## src/rtl/pipeline_ctrl.sv

```systemverilog
// pipeline_ctrl: stall/flush sequencer for the 5-stage pipeline with halt drain,
// stall-cycle counter and sticky data-memory timeout flag.
module pipeline_ctrl #(
  parameter int ZERO_REG     = 0,
  parameter int DRAIN_CYCLES = 4,
  parameter int MEM_TIMEOUT  = 255
) (
  input  logic        clk,
  input  logic        rst,
  input  logic [3:0]  fd_rs,
  input  logic [3:0]  fd_rt,
  input  logic        fd_uses_rs,
  input  logic        fd_uses_rt,
  input  logic        fd_halt,
  input  logic        dx_memread,
  input  logic [3:0]  dx_rt,
  input  logic        br_taken,
  input  logic        imem_stall,
  input  logic        dmem_stall,
  output logic        pc_en,
  output logic        fd_en,
  output logic        dx_en,
  output logic        xm_en,
  output logic        mw_en,
  output logic        fd_flush,
  output logic        dx_flush,
  output logic        halted,
  output logic [15:0] stall_cnt,
  output logic        mem_timeout
);
  typedef enum logic [1:0] {RUN, MEM_WAIT, DRAIN, HALTED} state_t;
  state_t state, nstate;
  logic [7:0] dcnt, ndcnt, tcnt;
  logic to_flag, to_hit, lu, pc, fd, dx, xm, mw, fdf, dxf, hlt;
  assign lu = dx_memread && dx_rt != 4'(ZERO_REG) &&
              ((fd_uses_rs && fd_rs == dx_rt) || (fd_uses_rt && fd_rt == dx_rt));
  assign to_hit = tcnt == 8'(MEM_TIMEOUT);
  always_comb begin
    {pc, fd, dx, xm, mw, fdf, dxf, hlt} = 8'hF8;
    nstate = state;
    ndcnt = dcnt;
    case (state)
      RUN, MEM_WAIT: begin
        nstate = RUN;
        if (dmem_stall) begin
          {pc, fd, dx, xm, mw} = 5'b0;
          nstate = MEM_WAIT;
        end else if (br_taken) {fdf, dxf} = 2'b11;
        else if (lu) {pc, fd, dxf} = 3'b001;
        else if (imem_stall) {pc, fdf} = 2'b01;
        else if (fd_halt) begin
          {pc, fdf} = 2'b01;
          nstate = DRAIN;
          ndcnt = 8'(DRAIN_CYCLES - 1);
        end
      end
      DRAIN: begin
        if (dmem_stall) {pc, fd, dx, xm, mw} = 5'b0;
        else begin
          {pc, fdf} = 2'b01;
          nstate = dcnt == 8'd0 ? HALTED : DRAIN;
          ndcnt = dcnt == 8'd0 ? dcnt : dcnt - 8'd1;
        end
      end
      default: {pc, fd, dx, xm, mw, fdf, dxf, hlt} = 8'h01;
    endcase
  end
  // Reset forces every output to its idle value even between clock edges.
  assign {pc_en, fd_en, dx_en, xm_en, mw_en, fd_flush, dx_flush, halted} =
    rst ? {pc, fd, dx, xm, mw, fdf, dxf, hlt} : 8'h00;
  assign mem_timeout = rst && (to_flag || to_hit);
  always_ff @(posedge clk or negedge rst) begin
    if (!rst) begin
      state <= RUN;
      dcnt <= 8'd0;
      tcnt <= 8'd0;
      to_flag <= 1'b0;
      stall_cnt <= 16'd0;
    end else begin
      state <= nstate;
      dcnt <= ndcnt;
      tcnt <= !dmem_stall ? 8'd0 : (state != HALTED && tcnt != 8'hFF) ? tcnt + 8'd1 : tcnt;
      to_flag <= to_flag || to_hit;
      if ((state == RUN || state == MEM_WAIT) && !pc && stall_cnt != 16'hFFFF)
        stall_cnt <= stall_cnt + 16'd1;
    end
  end
endmodule

```

## config.mk

```make
export PLATFORM = sky130hd
export DESIGN_NAME = pipeline_ctrl
export DESIGN_NICKNAME = d
export VERILOG_FILES = /design/src/rtl/pipeline_ctrl.sv
export SDC_FILE = /design/constraint.sdc
export NUM_CORES = 1
export LEC_CHECK = 0
export CAP_MARGIN = 5
export CORE_AREA = 2 2 76 78
export DETAILED_ROUTE_END_ITERATION = 8
export DIE_AREA = 0 0 78 80
export SYNTH_ARGS = -nofsm -noshare
export SYNTH_HDL_FRONTEND = slang
export SYNTH_SLANG_ARGS = --single-unit
```

## constraint.sdc

```tcl
create_clock -name clk -period 2.23 [get_ports clk]
set_clock_uncertainty 0.05 [all_clocks]
set_input_delay 0.446 -clock clk [delete_from_list [all_inputs] [get_ports clk]]
set_output_delay 0.446 -clock clk [all_outputs]
set_load 0.01 [all_outputs]
```

==> results.md <==
- Min-Delay Path Class: input port to asynchronous set/reset pin
- Worst-margin pin slew: 0.431 ns
- Pwr dens: 670 nW/µm²
- Syn_area_per_cell: 9.89 µm²
- Met3 routed wirelength: 188 µm
- RSZ-0062 raised after global routing: yes
- Core Util, Final: 55.2%
- Slew Viols, Final: 0
- Root Driver: clkbuf_8
- Placed insts: 347
- GR Util All Layers: 15.3%
- Met2 wire length: 2240 µm
- Syn Nets: 235
- DRT iter0 DRCs: 45
- # nets final: 311
- Fin. Hold Viols: 0
- Crit path required time: 1.73 ns
- Synthesized area: 2080 µm²
- Asr flop ratio synth: 100%
- Mux contribution to synthesized area: 2.05%
- Sequential Area: 876 µm²
- Most frequent cells after synthesis: dfrtp_1 (35), xor2_1 (24), nor2_1 (23)
- Worst-path clk slew: 0.07 ns
- Initial antenna violation count: 0
- XOR/XNOR share of the synthesized area: 12.2%
- DP Worst Slack: -0.898 ns
- First-pass iteration count of the detailed router: 4
- Largest family of logic cells by synthesized area: simple AND/OR/NAND/NOR gates
- CTS sink cnt: 35
- Hold-fix buffers, CTS: 0
- Critical path type: input port to primary output
- Mapped Cells: 210
- Worst-path fanout max: 3
- Synth Area in Adders: 2.41%
- Top cells by area, synth: dfrtp_1 (42%), xor2_1 (10%), nor2_1 (4.2%)
- Uppermost routed layer: met4
- Crit end category: primary output
- Layout cells sized above 1: 28.9%
- MaxCap Viol Count: 0
- Yosys reg bits: 35
- Die height: 80 µm
- Via Count: 1,748
- Core area: 5410 µm²
- Gpl congestion: 0.730
- Ys Warns: 0
- Area leader, netlist: dfrtp_1
- Area delta synth->final: 43.6%
- Clock buffer depth: 2
- Diode count: 0
- Final Setup Violations: 3
- Most frequent cell after synthesis: dfrtp_1
- Post-DP HPWL: 3380 µm
- Final period utilization: 102%
- Post-DRT Antenna Nets: 0
- Total die area: 6240 µm²
- R2R cell count: 8
- CTS tree: done
- Final worst slack: -0.0457 ns
- Dpl cell area: 2790 µm²
- Num rows: 27
- Worst Path Arrival: 1.78 ns
- Rel. slew slack: 71.3%
- CP Launch Type: input port
- Die width: 78 µm
- Peak supply drop: 0.000334 V
- Synth Flop Type: dfrtp_1
- First-pass GRT wire length: 7450 µm
- Number of synthesized flops with an enable pin: 0
- GRT overflow: 0
- Vias/cell: 4.87
- Synth Area in Simple Gates: 28.1%
- TritonCTS Buffers: 5
- Period minus WS final: 2.28 ns
- F_max: 439 MHz
- Post-route design area: 2980 µm²
- Initial Util: 38.4%
- Clk Latency, worst-skew pair: 0.29 ns
- Violated checks: setup timing
- Pin count of the biggest net entering global routing: 35
- Final std cells w/o fill: 359
- Distinct cell type count after synthesis: 46
- H-tree Lvls: 2
- # fillers: 517
- WL final: 4400 µm
- Area share of the largest cell type after synthesis: 42.2%
- # port buffers: 45
- WL met1: 1950 µm
- Post-DR wirelength/cell: 12.3 µm
- Vias in the first global route: 1,734
- Leakage: 1.31 nW
- Sequential fraction of the synthesis area: 42.2%
- IO Pins: 46
- Footprint of the multi-input gates: 1230 µm²
- Status: complete, but fails checks
- Synth Area in Compound Gates: 10.1%
- Detailed-route DRC error count: 0
[kinds of logic after synthesis]
kind of cell,after synthesis
simple gates,98
xor+xnor,29
flops,35
fa+ha+maj,4
compound gates,28
buf+inv,12
mux,4
[area by class of cell]
| class | count | share of cell area, % |
|---|---|---|
| inverter | 5 | 0.629 |
| multi-input combinational | 163 | 41.2 |
| clock inverter | 2 | 1.17 |
| clock buffer | 6 | 2.77 |
| timing repair buffer | 76 | 21.9 |
| sequential | 35 | 29.4 |
| tap | 72 | 3.02 |
[registers in the layout (all words and copies together), names as in the netlist]
name and count:
dcnt 8, stall_cnt 16, state 2, tcnt 8
to_flag 1
[critical path: stages]
cell and delay [ns]:
buf_6 0.09, o41a_1 0.45, nand3_2 0.12, nor4_4 0.04, or2_4 0.27, buf_6 0.12
nor2_4 0.07, nor3_2 0.04, buf_2 0.13
[cell usage in the layout (no fill, tap or decap), types with 3 or more instances in the layout]
master / instances
a21o_1: 3
a21oi_1: 4
and2_1: 6
and3_1: 5
buf_2: 8
buf_4: 28
buf_6: 5
clkbuf_8: 6
clkdlybuf4s50_1: 21
dfrtp_1: 35
dlygate4sd2_1: 12
ha_1: 3
inv_1: 4
nand2_1: 17
nand3_1: 10
nand4_1: 4
nor2_1: 20
nor2_2: 3
nor3_1: 9
nor3_2: 6
o21ai_0: 6
o22ai_1: 3
or3_1: 3
xnor2_1: 3
xor2_1: 18
xor2_2: 6
[report_power, final]
part	internal (mW)	switching [mW]	leakage (nW)	total (mW)
sequential	0.728	0.0974	0.424	0.825
combinational	0.288	0.295	0.823	0.583
clock	0.362	0.228	0.0612	0.590
total	1.38	0.621	1.31	2.00
[per-stage QoR]
| step | TNS [ns] | power (mW) | hold WS (ns) |
|---|---|---|---|
| final | -0.0949 | 2.00 | 0.0178 |
| after global routing | -0.333 | 2.12 | 0.0124 |
| after CTS | -0.132 | 2.02 | 0.00834 |
| after detailed placement | -11.11 | 1.42 | 0.317 |
| after global placement | -10.53 | 1.40 | 0.317 |
| after floorplan | 0 | 1.17 | 0.100 |
[layer usage]
layer,GRT usage [%],vias up
met5,0,-
met2,27.6,36
met3,3.96,3
met4,5.79,0
met1,17.2,828
li1,-,881
[final timing paths]
| path | from | endpoint | slack, ns |
|---|---|---|---|
| max | dx_rt[1] | dx_flush | -0.05 |
| min | rst | state[1]$_DFFE_PN0N_ | 0.02 |
| max reg2reg | stall_cnt[0]$_DFFE_PN0P_ | stall_cnt[6]$_DFFE_PN0P_ | 0.37 |
| min reg2reg | to_flag$_DFF_PN0_ | to_flag$_DFF_PN0_ | 0.41 |
| max in group asynchronous | rst | stall_cnt[6]$_DFFE_PN0P_ | 1.53 |
| min in group clk | to_flag$_DFF_PN0_ | to_flag$_DFF_PN0_ | 0.41 |
[repair_timing]
| item | 4_1_cts | 5_1_grt |
|---|---|---|
| gates resized for setup | 73 | 3 |
| setup buffers | 1 | 3 |
| pin swaps | 12 | 13 |
| setup endpoints to repair | 26 | 4 |
(Power assumes the default switching activity.)
